[src/rtl/result_out_arbiter_if.sv]
`default_nettype none
// ============================================================================
// Module      : result_out_arbiter_if
// Description : Bundles the lane request/data bus, the output register
//               handshake and the frame status signals of result_out_arbiter.
//               The master modport is the arbiter side; the slave modport is
//               the environment side (adder lanes, output register, sink).
// Revision    : 1.0  initial release
// ============================================================================
interface result_out_arbiter_if #(
  parameter int NUM_REQ = 4,
  parameter int DATA_W  = 32,
  parameter int ID_W    = 2
);

  // Lane side
  logic [NUM_REQ-1:0]        req_in;
  logic [NUM_REQ*DATA_W-1:0] data_in;
  logic [NUM_REQ-1:0]        gnt_out;

  // Output register side
  logic [DATA_W-1:0]         reg_data_out;
  logic                      reg_wr_out;
  logic                      reg_read_out;
  logic                      reg_input_rdy_in;
  logic                      reg_output_rdy_in;

  // Downstream sink and status
  logic                      sink_rdy_in;
  logic                      frame_valid_out;
  logic [ID_W-1:0]           owner_id_out;
  logic                      busy_out;

  modport master (
    input  req_in,
    input  data_in,
    input  reg_input_rdy_in,
    input  reg_output_rdy_in,
    input  sink_rdy_in,
    output gnt_out,
    output reg_data_out,
    output reg_wr_out,
    output reg_read_out,
    output frame_valid_out,
    output owner_id_out,
    output busy_out
  );

  modport slave (
    output req_in,
    output data_in,
    output reg_input_rdy_in,
    output reg_output_rdy_in,
    output sink_rdy_in,
    input  gnt_out,
    input  reg_data_out,
    input  reg_wr_out,
    input  reg_read_out,
    input  frame_valid_out,
    input  owner_id_out,
    input  busy_out
  );

endinterface
`default_nettype wire

[src/rtl/result_out_arbiter.sv]
`default_nettype none
// ============================================================================
// Module      : result_out_arbiter
// Description : Shares one parallel-in/serial-out result register between
//               NUM_REQ adder lanes. Picks a requesting lane, loads its word
//               into the output register, drains it bit-serially while the
//               sink is ready, then re-arms for the next lane.
//               Build option: define ARB_FIXED_PRIO_EN for fixed priority
//               (lowest lane index wins); default is round-robin.
// Revision    : 1.0  initial release
// ============================================================================
module result_out_arbiter #(
  parameter int NUM_REQ = 4,
  parameter int DATA_W  = 32,
  parameter int ID_W    = 2
) (
  input  logic                  clk_in,
  input  logic                  rst_in,
  result_out_arbiter_if.master  bus
);

  typedef enum logic [2:0] {
    S_IDLE  = 3'd0,
    S_LOAD  = 3'd1,
    S_WAIT  = 3'd2,
    S_DRAIN = 3'd3,
    S_DONE  = 3'd4
  } state_t;

  // Index of the final serial bit of a word and of the highest lane.
  localparam logic [5:0]      LAST_BIT  = 6'(DATA_W - 1);
  localparam logic [ID_W-1:0] LAST_LANE = ID_W'(NUM_REQ - 1);

  state_t            state;
  state_t            state_nxt;
  logic [ID_W-1:0]   owner;
  logic [ID_W-1:0]   owner_nxt;
  logic [ID_W-1:0]   rr_ptr;
  logic [ID_W-1:0]   rr_nxt;
  logic [5:0]        bit_cnt;
  logic [5:0]        bit_cnt_nxt;
  logic [DATA_W-1:0] word;
  logic [DATA_W-1:0] word_nxt;

  logic [ID_W-1:0]   winner;
  logic              found;
  logic              consume;

  logic [NUM_REQ-1:0] gnt;
  logic [DATA_W-1:0]  data_out;
  logic               reg_wr;
  logic               reg_read;
  logic               frame_valid;

  // Unpack the flat lane bus into one word per lane.
  logic [DATA_W-1:0] lane_word [NUM_REQ];

  for (genvar g = 0; g < NUM_REQ; g++) begin : g_lane
    assign lane_word[g] = bus.data_in[g*DATA_W +: DATA_W];
  end

`ifdef ARB_FIXED_PRIO_EN
  // Fixed priority: the lowest-indexed requesting lane wins.
  always_comb begin
    found  = 1'b0;
    winner = '0;
    for (int i = 0; i < NUM_REQ; i++) begin
      if (!found && bus.req_in[ID_W'(i)]) begin
        found  = 1'b1;
        winner = ID_W'(i);
      end
    end
  end
`else
  int              cand;
  logic [ID_W-1:0] cand_id;

  // Round-robin: scan lanes starting at rr_ptr, wrapping at NUM_REQ.
  always_comb begin
    found   = 1'b0;
    winner  = '0;
    cand    = 0;
    cand_id = '0;
    for (int k = 0; k < NUM_REQ; k++) begin
      cand = int'(rr_ptr) + k;
      if (cand >= NUM_REQ) begin
        cand = cand - NUM_REQ;
      end
      cand_id = ID_W'(cand);
      if (!found && bus.req_in[cand_id]) begin
        found  = 1'b1;
        winner = cand_id;
      end
    end
  end
`endif

  // Next-state and output decode; every output defaults to its idle value.
  always_comb begin
    state_nxt   = state;
    owner_nxt   = owner;
    rr_nxt      = rr_ptr;
    bit_cnt_nxt = bit_cnt;
    word_nxt    = word;
    gnt         = '0;
    data_out    = word;
    reg_wr      = 1'b0;
    reg_read    = 1'b0;
    frame_valid = 1'b0;
    consume     = 1'b0;

    case (state)
      S_IDLE: begin
        // Only start a frame when the output register can take the word.
        if (found && bus.reg_input_rdy_in) begin
          owner_nxt = winner;
          state_nxt = S_LOAD;
        end
      end

      S_LOAD: begin
        // Word is forwarded straight from the lane in this cycle and latched
        // so reg_data_out stays stable for the rest of the frame.
        reg_wr     = 1'b1;
        data_out   = lane_word[owner];
        word_nxt   = lane_word[owner];
        gnt[owner] = 1'b1;
        state_nxt  = S_WAIT;
      end

      S_WAIT: begin
        if (bus.reg_output_rdy_in) begin
          bit_cnt_nxt = '0;
          state_nxt   = S_DRAIN;
        end
      end

      S_DRAIN: begin
        // Read enable follows the sink combinationally; a stalled sink
        // holds the frame with the bit count frozen.
        frame_valid = 1'b1;
        reg_read    = bus.sink_rdy_in;
        consume     = bus.sink_rdy_in && bus.reg_output_rdy_in;
        if (consume) begin
          bit_cnt_nxt = bit_cnt + 6'd1;
          if (bit_cnt == LAST_BIT) begin
            state_nxt = S_DONE;
          end
        end
      end

      S_DONE: begin
        // Re-arm once the output register is empty and ready again.
        if (bus.reg_input_rdy_in && !bus.reg_output_rdy_in) begin
          state_nxt = S_IDLE;
          word_nxt  = '0;
`ifdef ARB_FIXED_PRIO_EN
          rr_nxt    = '0;
`else
          rr_nxt    = (owner == LAST_LANE) ? '0 : owner + 1'b1;
`endif
        end
      end

      default: begin
        state_nxt = S_IDLE;
      end
    endcase
  end

  // State and datapath registers; reset abandons any frame in flight.
  always_ff @(posedge clk_in) begin
    if (rst_in) begin
      state   <= S_IDLE;
      owner   <= '0;
      rr_ptr  <= '0;
      bit_cnt <= '0;
      word    <= '0;
    end else begin
      state   <= state_nxt;
      owner   <= owner_nxt;
      rr_ptr  <= rr_nxt;
      bit_cnt <= bit_cnt_nxt;
      word    <= word_nxt;
    end
  end

  assign bus.gnt_out         = gnt;
  assign bus.reg_data_out    = data_out;
  assign bus.reg_wr_out      = reg_wr;
  assign bus.reg_read_out    = reg_read;
  assign bus.frame_valid_out = frame_valid;
  assign bus.owner_id_out    = owner;
  assign bus.busy_out        = (state != S_IDLE);

endmodule
`default_nettype wire
[src/flat_wrapper.sv]
// flat-port wrapper written by rule: the top's interface ports become plain ports
module result_out_arbiter_flat 
#(
  parameter int NUM_REQ = 4,
  parameter int DATA_W  = 32,
  parameter int ID_W    = 2
)
  (clk_in, rst_in, bus_req_in, bus_data_in, bus_reg_input_rdy_in, bus_reg_output_rdy_in, bus_sink_rdy_in, bus_gnt_out, bus_reg_data_out, bus_reg_wr_out, bus_reg_read_out, bus_frame_valid_out, bus_owner_id_out, bus_busy_out);
  result_out_arbiter_if #(.NUM_REQ(NUM_REQ), .DATA_W(DATA_W), .ID_W(ID_W)) bus_i ();
  input  logic clk_in;
  input  logic rst_in;
  input wire logic [$bits(bus_i.req_in)-1:0] bus_req_in;
  input wire logic [$bits(bus_i.data_in)-1:0] bus_data_in;
  input wire logic [$bits(bus_i.reg_input_rdy_in)-1:0] bus_reg_input_rdy_in;
  input wire logic [$bits(bus_i.reg_output_rdy_in)-1:0] bus_reg_output_rdy_in;
  input wire logic [$bits(bus_i.sink_rdy_in)-1:0] bus_sink_rdy_in;
  output wire logic [$bits(bus_i.gnt_out)-1:0] bus_gnt_out;
  output wire logic [$bits(bus_i.reg_data_out)-1:0] bus_reg_data_out;
  output wire logic [$bits(bus_i.reg_wr_out)-1:0] bus_reg_wr_out;
  output wire logic [$bits(bus_i.reg_read_out)-1:0] bus_reg_read_out;
  output wire logic [$bits(bus_i.frame_valid_out)-1:0] bus_frame_valid_out;
  output wire logic [$bits(bus_i.owner_id_out)-1:0] bus_owner_id_out;
  output wire logic [$bits(bus_i.busy_out)-1:0] bus_busy_out;
  assign bus_i.req_in = bus_req_in;
  assign bus_i.data_in = bus_data_in;
  assign bus_i.reg_input_rdy_in = bus_reg_input_rdy_in;
  assign bus_i.reg_output_rdy_in = bus_reg_output_rdy_in;
  assign bus_i.sink_rdy_in = bus_sink_rdy_in;
  assign bus_gnt_out = bus_i.gnt_out;
  assign bus_reg_data_out = bus_i.reg_data_out;
  assign bus_reg_wr_out = bus_i.reg_wr_out;
  assign bus_reg_read_out = bus_i.reg_read_out;
  assign bus_frame_valid_out = bus_i.frame_valid_out;
  assign bus_owner_id_out = bus_i.owner_id_out;
  assign bus_busy_out = bus_i.busy_out;
  result_out_arbiter #(.NUM_REQ(NUM_REQ), .DATA_W(DATA_W), .ID_W(ID_W)) u_core (.clk_in(clk_in), .rst_in(rst_in), .bus(bus_i));
endmodule
[config.mk]
export PLATFORM = sky130hd
export DESIGN_NAME = result_out_arbiter_flat
export DESIGN_NICKNAME = d
export VERILOG_FILES = /design/src/rtl/result_out_arbiter_if.sv /design/src/rtl/result_out_arbiter.sv /design/src/flat_wrapper.sv
export SDC_FILE = /design/constraint.sdc
export NUM_CORES = 1
export LEC_CHECK = 0
export ABC_CLOCK_PERIOD_IN_PS = 1660
export BUFFER_PORTS_ARGS = -buffer_cell sky130_fd_sc_hd__buf_2
export CAP_MARGIN = 30
export CORE_MARGIN = 4
export CORE_UTILIZATION = 40
export CTS_CLUSTER_DIAMETER = 50
export CTS_CLUSTER_SIZE = 14
export DETAILED_ROUTE_END_ITERATION = 8
export PLACE_DENSITY = 0.77
export SYNTH_ARGS = -nofsm -noshare
export SYNTH_HDL_FRONTEND = slang
export SYNTH_SLANG_ARGS = --single-unit
[constraint.sdc]
create_clock -name clk_in -period 1.66 [get_ports clk_in]
set_clock_uncertainty 0.1 [all_clocks]
set_input_delay 0.249 -clock clk_in [delete_from_list [all_inputs] [get_ports clk_in]]
set_output_delay 0.249 -clock clk_in [all_outputs]
set_load 0.05 [all_outputs]
### After elaboration in Yosys (flattened, before gate mapping)

Cells that the tools add are included.

* output and inout port bits: 42
* word-level logic and storage cells: 99
* register bits: 45
* input port bits: 137

* reductions and logical operators: 20
* eq/ne operators: 11
* muxes and demuxes: 42
* magnitude comparators: 11
* bitwise logic cells: 1
* add/subtract/negate cells: 9

Operator list (count)
* 2-to-1 mux 32 bit: 4
* binary-select mux 32 bit (select 2 bit): 1
* case mux 32 bit (2 select lines): 1
* 2-to-1 mux 2 bit: 9
* less-than comparator 2 x 3 -> 1 bit, second input constant: 5
* 2-to-1 mux 3 bit: 5
* case mux 3 bit (5 select lines): 1
* >= comparator 3 bit, second input constant: 4
* 2-to-1 mux 1 bit: 12
* 2-to-1 mux 6 bit: 2
* case mux 6 bit (2 select lines): 1
* binary-select mux 1 bit (select 2 bit): 4
* inequality test 2 x 1 -> 1 bit, second input constant: 4
* subtractor 2 x 1 -> 2 bit, second input constant: 4
* logical AND 1 bit: 7
* adder 2 x 2 -> 3 bit, second input constant: 2
* adder 6 x 1 -> 6 bit, second input constant: 1
* equality test 3 x 2 -> 1 bit, second input constant: 2
* equality test 6 x 5 -> 1 bit, second input constant: 1
* AND reduction 2 bit: 3
* AND reduction 5 bit: 1
* logical NOT 1 bit: 4
* 2-to-1 mux 4 bit: 1
* nonzero test 2 bit: 2
* 13 further kinds: 13

### Longest topological paths before layout

* word-level depth: 17
* gate-level depth with buffers: 7
* depth with buffers taken out: 5

### Worst setup path after synthesis

No wires, ideal clock.

* path type: flip-flop to output port
* from: reg u_core.owner[0], in the netlist u_core.bus.owner_id_out[0]
* to: out bus_reg_data_out[17]
* arrival time: 1.974 ns
* data required time: 1.311 ns
* path buffers: 2
* setup slack: -0.663 ns
* stages on the path, launching flop included: 6
* path through: dfxtp_1 > buf_6 > buf_6 > mux4_1 > nand2_1 > nand2_1

* word-level cells in the longest chain between the ends: 5

RTL lines
* from (decl): line result_out_arbiter.sv:36 `logic [ID_W-1:0] owner;`
* from (signal assigned): line result_out_arbiter.sv:181 `owner <= owner_nxt;`
* inverter 2 -> 3 bit (not written as such): line result_out_arbiter.sv:125 `data_out = lane_word[owner];`
* binary-select mux 32 bit (select 2 bit): line result_out_arbiter.sv:125
* 2-to-1 mux 32 bit (not written as such) (2 in a row): line result_out_arbiter.sv:125
* 2-to-1 mux 32 bit: line result_out_arbiter.sv:112 `case (state)`
* to (decl): line flat_wrapper.sv:18 `output wire logic [$bits(bus_i.reg_data_out)-1:0] bus_reg_data_out;`

Every way passes these cells. The select of a mux whose other input is x is not followed.

### Worst setup path in the final report

* from: reg u_core.owner[0], in the netlist u_core.bus.owner_id_out[0]
* to: out bus_reg_data_out[12]

Same word-level chain as after synthesis.

==> summary by stage <==
Run status
The run finished, with violations left. The checks that failed: setup timing.

Critical path
In this run the worst setup path begins at u_core.bus.owner_id_out[0]. Data on the critical path arrives at its endpoint at 1.78 ns. Measured in cells, the most critical reg-to-reg path has a length of 4. The reg-to-reg critical path startpoint is u_core.state[1].

The worst setup path is launched from a flop. The endpoint identified for the worst register-to-register timing path is u_core.state[0]. The worst-case register-to-register setup slack is -0.02 ns. The data required time of the critical path is 1.31 ns. The critical path ends at bus_reg_data_out[12]. The worst setup path is of the reg2out kind. Along the worst path, the maximum fanout reaches 6. STA classifies the critical path endpoint as an output pin.

STA
For the final routed database, the setup TNS stands at -15.97 ns. The smallest clock period supported by the final layout is computed as 2.13 ns. Of the available clock period, the critical path in the final layout requires 128%.

The count of final hold-check violations is 0. Setup violations remaining at the end of the flow were counted as 40. The final-report max-slew violation count is 0.

Setup repair after global routing could not meet its margin everywhere. In the post-route analysis, the smallest setup slack over all paths is -0.471 ns. In this run the tightest slew margin relative to its limit is 54.9%. For the pin with the worst max-slew slack, the measured transition is 0.659 ns. Derived from the worst setup path, the maximum achievable clock frequency is 469 MHz.

Synthesis
The number of different library cells used by synthesis comes to 49. The biggest area contributor in the post-synthesis netlist is sky130_fd_sc_hd__dfxtp_1. Counting flops and latches in the post-synthesis netlist gives 45. A synthesized cell averages 9.66 sq um. The cell area after synthesis is 0.00313 sq mm. The number of enable-type register cells in the synthesized netlist is 0.

The portion of the post-synthesis area used by sequential elements is 28.8%. Counting every net in the synthesized netlist gives 466. The cell with the most instances after synthesis is sky130_fd_sc_hd__nand2_1. The post-synthesis async set-or-reset flop share is 0%. The number of synthesis warnings is 0. The share of synthesized area in the top cell type comes to 28.8%. In the synthesized netlist the dominant register cell turns out to be sky130_fd_sc_hd__dfxtp_1. After synthesis, the cell types taking the most area are sky130_fd_sc_hd__dfxtp_1 (29%), sky130_fd_sc_hd__mux4_2 (20%), sky130_fd_sc_hd__nand2_1 (12%).

Sorting the synthesized cells by how often they occur yields sky130_fd_sc_hd__nand2_1 (102), sky130_fd_sc_hd__dfxtp_1 (45), sky130_fd_sc_hd__o2bb2ai_1 (32). The cell count after synthesis came out at 324.

Placement
The wire-length estimate of the detail-placed layout is 8.02 mm. The final weighted congestion in routability-driven placement is 0.755. The post-place setup slack is -0.192 ns.

The count of input and output buffers is 178.

Power
The switching part of the total power is 39.3%. The cell area power density is 792 mW/mm^2. The switching power summed over all nets is 1.74 mW. Per report_power, the clock group accounts for 19.8% of the total. The cell leakage power is 2.49 nW. Power comes to 4.43 mW. Internal power comes to 2.69 mW. The worst-case IR drop observed on VDD is 0.000491 V. The share of total power in sequential cells is 27.9%.

The combinational share of power is 52.3%.

Die
The top-level port count is 179. The standard cell core area is 0.00745 sq mm. The floorplan step defined a die boundary enclosing 0.00931 sq mm.

The row count is 31. The initial core utilization is 42.0%. The die is 96.5 microns wide. The die outline height is 96.5 microns.

Route
The final layout contains routed wiring with a total length of 12.1 mm. The first-pass iteration count of the detailed router is 4. The DRC violation total after the first TritonRoute iteration is 129. The count of nets left with antenna violations once routing finished came out at 0.

The per-cell routed wire length is 18.8 microns. The total via count after detailed routing is 3569. For this run, design rule violations remaining after detail routing come to 0. Using the TritonRoute via totals, the vias-per-cell ratio works out to 5.56.

Clock network
In this run, CTS created clock tree buffers numbering 5. The root buffer cell chosen for the clock tree is sky130_fd_sc_hd__clkbuf_8. The insertion delay of the later-clocked pin in the worst-skew pair is 0.30 ns. In this run the deepest clock path goes through 2 buffers. The clock tree from TritonCTS is built. After clock tree synthesis, the clock-pin slew on the worst setup and hold paths is 0.09 ns. The number of levels the H-tree was split into is 2.

The clock net in this run drives a total of 45 sinks.

Final layout
The number of antenna cells inserted is 0. The area growth from synthesis to layout is 78.7%. The fraction of layout instances using a drive strength above 1 is 70.7%. At the end of the flow, the number of nets in the layout was 684.

Global route
After global routing the overflow that remains totals 0. The via count of the first global-routing pass is 3654. The pin count of the biggest net entering global routing is 27.

The number of antenna violations at the first check in global routing is 1. The wire length of the first global-routing pass is 17.0 mm. The global-route usage over all layers is 23.6%.

Min path
The type of the worst min-delay path is in2reg. The startpoint identified for the worst hold timing path is bus_reg_output_rdy_in.

Run
Across the run, the number of max-cap violations was 0.
==> logic make-up (layout without fill, tap and decap cells) <==
| family | after synthesis | after routing | share of synthesized area [%] |
|---|---|---|---|
| fa+ha+maj | 5 | 5 | 2.00 |
| flops | 45 | 45 | 28.8 |
| buf+inv | 36 | 254 | 8.43 |
| simple gates | 140 | 140 | 20.5 |
| mux | 36 | 36 | 24.8 |
| compound gates | 62 | 63 | 15.5 |
==> per-layer routing <==
metal  share of wire [%]  vias to the layer above  track usage [%]
li1                    -                     1640                -
met1                  37                     1727             26.8
met2                  52                      182             44.3
met3                 8.8                       18             5.58
met4                 1.4                        2             5.61
met5               0.099                        -                0
==> worst max-delay path, stage by stage (launching register included) <==
cell and delay [ns]:
sky130_fd_sc_hd__dfxtp_4 0.46, sky130_fd_sc_hd__clkbuf_16 0.19, sky130_fd_sc_hd__mux4_2 0.52, sky130_fd_sc_hd__nand2_2 0.11
sky130_fd_sc_hd__nand2_4 0.05, sky130_fd_sc_hd__buf_6 0.15
==> power by group through the flow <==
stage	sequential [mW]	combinational, mW	clock (mW)
final	1.23	2.32	0.878
after global routing	1.24	2.44	0.937
after CTS	1.22	2.14	0.902
after detailed placement	1.24	1.84	0
after global placement	1.23	1.80	0
after floorplan	1.24	1.33	0
==> worst min-delay path by stage <==
| stage | slack, ns | depth (start not counted) | end |
|---|---|---|---|
| 6_report | 0.26 | 3 | u_core.state[1] |
| 5_1_grt | 0.27 | 3 | u_core.state[1] |
| 4_1_cts | 0.22 | 3 | u_core.state[1] |
| 3_5_place_dp | 0.35 | 1 | u_core.word[11] |
| 3_3_place_gp | 0.34 | 1 | u_core.word[31] |
| 2_1_floorplan | 0.29 | 1 | u_core.state[1] |
==> per-stage QoR <==
| stage | hold WS [ns] | area, sq um | cells | util (%) |
|---|---|---|---|---|
| 4_1_cts | 0.218 | 5210 | 636 | 70.0 |
| 3_5_place_dp | 0.346 | 4640 | 616 | 62.3 |
| 6_report | 0.259 | 5600 | 642 | 75.1 |
| 2_1_floorplan | 0.288 | 3480 | 324 | - |
| 5_1_grt | 0.272 | 5600 | 642 | 75.1 |
| 3_3_place_gp | 0.344 | 4640 | 616 | 62.3 |
==> flip-flops by register name (all words and copies together), names as in the netlist <==
register                 cells
u_core.bus.owner_id_out      2
u_core.rr_ptr                2
u_core.word                 32
u_core.state                 3
u_core.bit_cnt               6
==> placed cells by master (no fill, tap or decap), types with 2 or more instances in the layout <==
| cell | instances |
|---|---|
| sky130_fd_sc_hd__a21oi_1 | 7 |
| sky130_fd_sc_hd__mux4_2 | 32 |
| sky130_fd_sc_hd__buf_6 | 39 |
| sky130_fd_sc_hd__clkbuf_16 | 3 |
| sky130_fd_sc_hd__buf_2 | 137 |
| sky130_fd_sc_hd__clkbuf_8 | 6 |
| sky130_fd_sc_hd__o2bb2ai_1 | 22 |
| sky130_fd_sc_hd__nand3b_4 | 2 |
| sky130_fd_sc_hd__o2bb2ai_4 | 2 |
| sky130_fd_sc_hd__buf_4 | 34 |
| sky130_fd_sc_hd__mux2i_1 | 2 |
| sky130_fd_sc_hd__nand2_1 | 37 |
| sky130_fd_sc_hd__o21ai_0 | 4 |
| sky130_fd_sc_hd__a211oi_2 | 2 |
| sky130_fd_sc_hd__dfxtp_1 | 39 |
| sky130_fd_sc_hd__o2bb2ai_2 | 8 |
| sky130_fd_sc_hd__or3_4 | 2 |
| sky130_fd_sc_hd__nand2_4 | 41 |
| sky130_fd_sc_hd__dfxtp_2 | 3 |
| sky130_fd_sc_hd__nor2_4 | 3 |
| sky130_fd_sc_hd__ha_2 | 2 |
| sky130_fd_sc_hd__buf_8 | 12 |
| sky130_fd_sc_hd__o21ai_1 | 2 |
| sky130_fd_sc_hd__dfxtp_4 | 3 |
| sky130_fd_sc_hd__inv_1 | 7 |
| sky130_fd_sc_hd__nand3b_1 | 3 |
| sky130_fd_sc_hd__buf_16 | 2 |
| sky130_fd_sc_hd__nor2_1 | 9 |
| sky130_fd_sc_hd__ha_1 | 3 |
| sky130_fd_sc_hd__buf_12 | 9 |
| sky130_fd_sc_hd__and3_4 | 3 |
| sky130_fd_sc_hd__nand2_2 | 24 |
| sky130_fd_sc_hd__a21oi_4 | 2 |
| sky130_fd_sc_hd__nand3_1 | 5 |
==> cell type report <==
cell class | count | area [sq um]
clock buffers | 7 | 86.3
clock inverters | 1 | 30.0
well taps | 99 | 124
inverters | 10 | 41.3
repair buffers | 236 | 1870
fillers | 519 | 1850
flip-flops and latches | 45 | 916
multi-input cells | 244 | 2530
==> repair_timing <==
item | CTS | global route
hold buffers | 0 | 0
endpoints found under the setup margin | 73 | 70
pin swaps | 6 | 35
setup buffers | 9 | 11
gates resized for setup | 101 | 59
gates cloned | 3 | 3
Power figures use the tool's default switching activity.
